**src/rtl/regfile_pkg.sv**
```systemverilog
// Shared types and constants for the architectural register file.
// Default geometry: 32 registers of 64 bits, register 31 reads as zero (XZR).
package regfile_pkg;

  localparam int DEF_NUM_REGS = 32;
  localparam int DEF_DATA_W   = 64;
  localparam int DEF_ADDR_W   = 5;

  // Index of the hardwired zero register; it has no storage behind it.
  localparam int ZERO_REG = DEF_NUM_REGS - 1;

  typedef logic [DEF_ADDR_W-1:0] reg_idx_t;
  typedef logic [DEF_DATA_W-1:0] reg_word_t;

endpackage

```
**src/rtl/reg_file_reg_en.sv**
```systemverilog
// reg_en: one storage word with synchronous load enable and
// asynchronous active-high clear to zero.
module reg_en #(
  parameter int W = 64
) (
  input  logic         clk,
  input  logic         reset,
  input  logic         en,
  input  logic [W-1:0] d,
  output logic [W-1:0] q
);

  // Reset wins over any load, so writes while reset is high are dropped.
  always_ff @(posedge clk or posedge reset) begin
    if (reset) begin
      q <= '0;
    end else if (en) begin
      q <= d;
    end
  end

endmodule

```
**src/rtl/reg_file.sv**
```systemverilog
// reg_file: architectural register file, one write port and two
// combinational read ports. The highest index is the zero register.
// Optional macro REGFILE_BYPASS_EN: forwards the in-flight write data to a
// read port addressing the register being written in the same cycle.
module reg_file
  import regfile_pkg::*;
#(
  parameter int NUM_REGS = DEF_NUM_REGS,
  parameter int DATA_W   = DEF_DATA_W,
  parameter int ADDR_W   = DEF_ADDR_W
) (
  input  logic              clk,
  input  logic              reset,
  input  logic              reg_write,
  input  logic [ADDR_W-1:0] write_reg,
  input  logic [DATA_W-1:0] write_data,
  input  logic [ADDR_W-1:0] read_reg1,
  input  logic [ADDR_W-1:0] read_reg2,
  output logic [DATA_W-1:0] read_data1,
  output logic [DATA_W-1:0] read_data2
);

  localparam logic [ADDR_W-1:0] ZERO_IDX = ADDR_W'(NUM_REGS - 1);

  logic [NUM_REGS-1:0] wr_en;
  logic [DATA_W-1:0]   reg_q [NUM_REGS];

  // One-hot write enable; the zero register never gets an enable.
  always_comb begin
    wr_en = '0;
    if (reg_write && (write_reg != ZERO_IDX)) begin
      wr_en[write_reg] = 1'b1;
    end
  end

  genvar gi;
  generate
    for (gi = 0; gi < NUM_REGS - 1; gi++) begin : g_regs
      reg_en #(.W(DATA_W)) u_reg (
        .clk   (clk),
        .reset (reset),
        .en    (wr_en[gi]),
        .d     (write_data),
        .q     (reg_q[gi])
      );
    end
  endgenerate

  // The top slot is a constant so the read mux never indexes past storage.
  assign reg_q[NUM_REGS-1] = '0;

  // Read port 1: stored word, optional same-cycle forward, zero register forced to 0.
  always_comb begin
    read_data1 = reg_q[read_reg1];
`ifdef REGFILE_BYPASS_EN
    if (reg_write && !reset && (write_reg == read_reg1)) begin
      read_data1 = write_data;
    end
`endif
    if (read_reg1 == ZERO_IDX) begin
      read_data1 = '0;
    end
  end

  // Read port 2: same structure as port 1.
  always_comb begin
    read_data2 = reg_q[read_reg2];
`ifdef REGFILE_BYPASS_EN
    if (reg_write && !reset && (write_reg == read_reg2)) begin
      read_data2 = write_data;
    end
`endif
    if (read_reg2 == ZERO_IDX) begin
      read_data2 = '0;
    end
  end

endmodule

```
**config.mk**
```make
export PLATFORM = sky130hd
export DESIGN_NAME = reg_file
export DESIGN_NICKNAME = d
export VERILOG_FILES = /design/src/rtl/regfile_pkg.sv /design/src/rtl/reg_file_reg_en.sv /design/src/rtl/reg_file.sv
export SDC_FILE = /design/constraint.sdc
export NUM_CORES = 2
export LEC_CHECK = 0
export CAP_MARGIN = 10
export CORE_ASPECT_RATIO = 1.2
export CORE_UTILIZATION = 65
export CTS_CLUSTER_SIZE = 30
export DETAILED_ROUTE_END_ITERATION = 8
export GPL_TIMING_DRIVEN = 1
export PLACE_DENSITY_LB_ADDON = 0.25
export SKIP_LAST_GASP = 1
export SYNTH_ARGS = -nofsm -noshare
export SYNTH_HDL_FRONTEND = slang
export SYNTH_SLANG_ARGS = --single-unit
```
**constraint.sdc**
```tcl
create_clock -name clk -period 157.7 [get_ports clk]
set_input_delay 23.655 -clock clk [delete_from_list [all_inputs] [get_ports clk]]
set_output_delay 23.655 -clock clk [all_outputs]
set_load 0.02 [all_outputs]
```
==> results.toml <==
[finish]
syn2layout_area_growth_pct = 8.60
largest_reg_flops = 1984
max_flop_register = "g_regs.u_reg.q"
fin_nets = 6811
final_util = 0.713
top_regs = "g_regs.u_reg.q x1984"
fillers = 10200
drive_gt1_frac = 0.486
mostFrequentLayoutCells = "dfrtp_1 (1984), mux2_2 (1938), mux4_2 (891)"
final_common_cell = "dfrtp_1"

[grt]
grt_max_degree = 180
grt_overflow_total = 0
grtUsageMet1 = 0.529
grt.total_usage = 0.394
grt_antenna_before_repair = 14
grt.busiest_layer = "met2"
grt_pass1_wl_um = 472000
grt_pass1_vias = 70600
grtUsageMet3 = 0.0887
use_met2 = 0.609

[timing]
period_needed_ns = 52.50
fmax_ghz = 0.0190
period_share = 0.333
setup_viol = 0
slew_violations = 0
slew_headroom = 0.179
fin_hold_ws_ns = 0.501
hold_violations = 0
setup_tns_ns = 0
rsz0062_at_grt = "false"
worst_slew_pin_slew_ns = 1.23
finClkSkew_ns = 0

[worst_setup_path]
arrival_ns = 28.84
end_kind = "output pin"
criticalPathCategory = "input port to output pin"
required_ns = 134.04
crit_path_max_fanout = 74
crit_path_start_kind = "input port"

[route]
ant_nets = 0
drt_first_pass_iters = 8
first_iter_violations = 7209
via_count = 67900
drc_errors = 32
wire_per_inst_um = 35.1
vias_per_cell = 7.53
routed_wl_um = 316000

[yosys]
syn_area_mm2 = 0.106
async_flop_share = 1.00
synth-seq-area-share = 0.470
netlist_instances = 6952
synth_area_per_cell_um2 = 15.2
synth.net_count = 7034
synth-edff-count = 0
ys_types = 47
ys_seq_elements = 1984
yosysWarningCount = 0
yosys_most_used_dff = "dfrtp_1"

[power_and_ir_drop]
swShare = 0.278
power.leakage_uw = 0.0496
internal-power_uw = 1070
p_seq_frac = 0.461
p_switching_uw = 411
powerDensity_mw_per_mm2 = 12.9
clock_power_share = 0.322
comb_power_share = 0.217
p_total_uw = 1480
peakVddDrop_mv = 0.00952

[floorplan]
initial_utilization = 0.657
fp.dieH_um = 443
rows = 161
die_area_mm2 = 0.164
ios = 210
design.core.area_mm2 = 0.161
die_w_um = 370

[run_status]
violations = "DRC"
outcome = "complete, but fails checks"

[clocking]
clock_sinks = 1984
clk_pin_slew_ns = 0.06
htree_levels = 4
cts_tree = "yes"
clockBufferDepth = 3
cts_setup_buffers = 0
clock_latency_ns = 0.84
postCtsResizedCells = 0
cts_hold_buf = 0
cts-root-buf = "clkbuf_16"
cts_buffers = 195

[place]
place_hpwl_um = 172000
gp_congestion = 0.830
port_buffers = 209

[worst_hold_path]
min_path_type = "flip-flop to flip-flop"

[run]
cap_violations = 0
-- critical path, stage by stage --
cell	delay (ns)
buf_8	0.50
buf_4	0.81
buf_4	0.88
buf_4	0.83
mux4_2	0.59
mux2i_1	0.14
o22a_1	0.15
o221ai_1	0.34
clkdlybuf4s50_1	0.69
-- final timing paths --
check / endpoint / slack (ns) / depth (start not counted) / from
max in group asynchronous: g_regs[5].u_reg.q[16] / 130.23 / 6 / reset
hold / removal: g_regs[12].u_reg.q[32] / 0.50 / 1 / g_regs[12].u_reg.q[32]
setup / recovery: read_data1[15] / 105.20 / 9 / read_reg1[1]
hold reg to reg: g_regs[12].u_reg.q[32] / 0.50 / 1 / g_regs[12].u_reg.q[32]
min in group asynchronous: g_regs[9].u_reg.q[43] / 23.36 / 2 / reset
setup reg to reg: g_regs[4].u_reg.q[23] / 156.86 / 1 / g_regs[4].u_reg.q[23]
-- power groups by stage --
stage / Clock [uW] / Sequential (uW) / Combinational (uW)
2_1_floorplan: 0 / 668 / 252
5_1_grt: 499 / 696 / 340
3_5_place_dp: 0 / 689 / 319
6_report: 476 / 682 / 321
3_3_place_gp: 0 / 679 / 310
4_1_cts: 479 / 680 / 321
-- layer usage --
metal  share of wire  wire (um)
met4           0.055      17500
met1            0.37     116000
met5         0.00036        113
met2            0.48     150000
met3            0.10      32800
-- metrics by stage --
| stage | setup slack [ns] | cells | instance area [um2] |
|---|---|---|---|
| final | 105.20 | 9024 | 115000 |
| after global routing | 105.02 | 9016 | 115000 |
| after CTS | 105.27 | 9011 | 115000 |
| after detailed placement | 105.27 | 8650 | 108000 |
| after global placement | 105.29 | 8650 | 108000 |
| after floorplan | 78.01 | 6952 | 106000 |
-- synth_stat cells, drive strengths merged, types with 8 or more instances --
library cell	instances	area [um2]
mux2	2012	22700
dfrtp	1984	49600
mux4	891	20100
clkbuf	385	1450
buf	383	2200
mux2i	355	3550
nor2	143	614
o211ai	114	856
nand2	97	364
a21oi	89	445
a22oi	83	623
a22o	76	666
o221ai	54	473
a31oi	45	282
nor3	38	190
o22ai	32	200
o21ai	28	140
a211o	27	236
a2bb2oi	27	236
o22a	23	201
nor2b	9	56.3
and3	8	50.1
-- cell type report --
cell class	count	area [um2]	share of cell area
clock inverters	75	733	0.00640
diodes	12	30.0	0.000262
flip-flops and latches	1984	49600	0.433
well taps	2119	2650	0.0231
inverters	4	27.5	0.000240
repair buffers	348	3280	0.0286
clock buffers	286	5770	0.0503
multi-input cells	4196	52500	0.458
-- kinds of logic (layout without fill, tap and decap cells) --
kind of cell    after synthesis  after routing  share of synthesized area
buf+inv                     772            713                     0.0347
mux                        3258           3258                      0.438
simple gates                332            332                     0.0146
flops                      1984           1984                      0.470
other cells                   0             12                          0
compound gates              606            606                     0.0419
No activity file was read; power rests on OpenSTA's default activity.
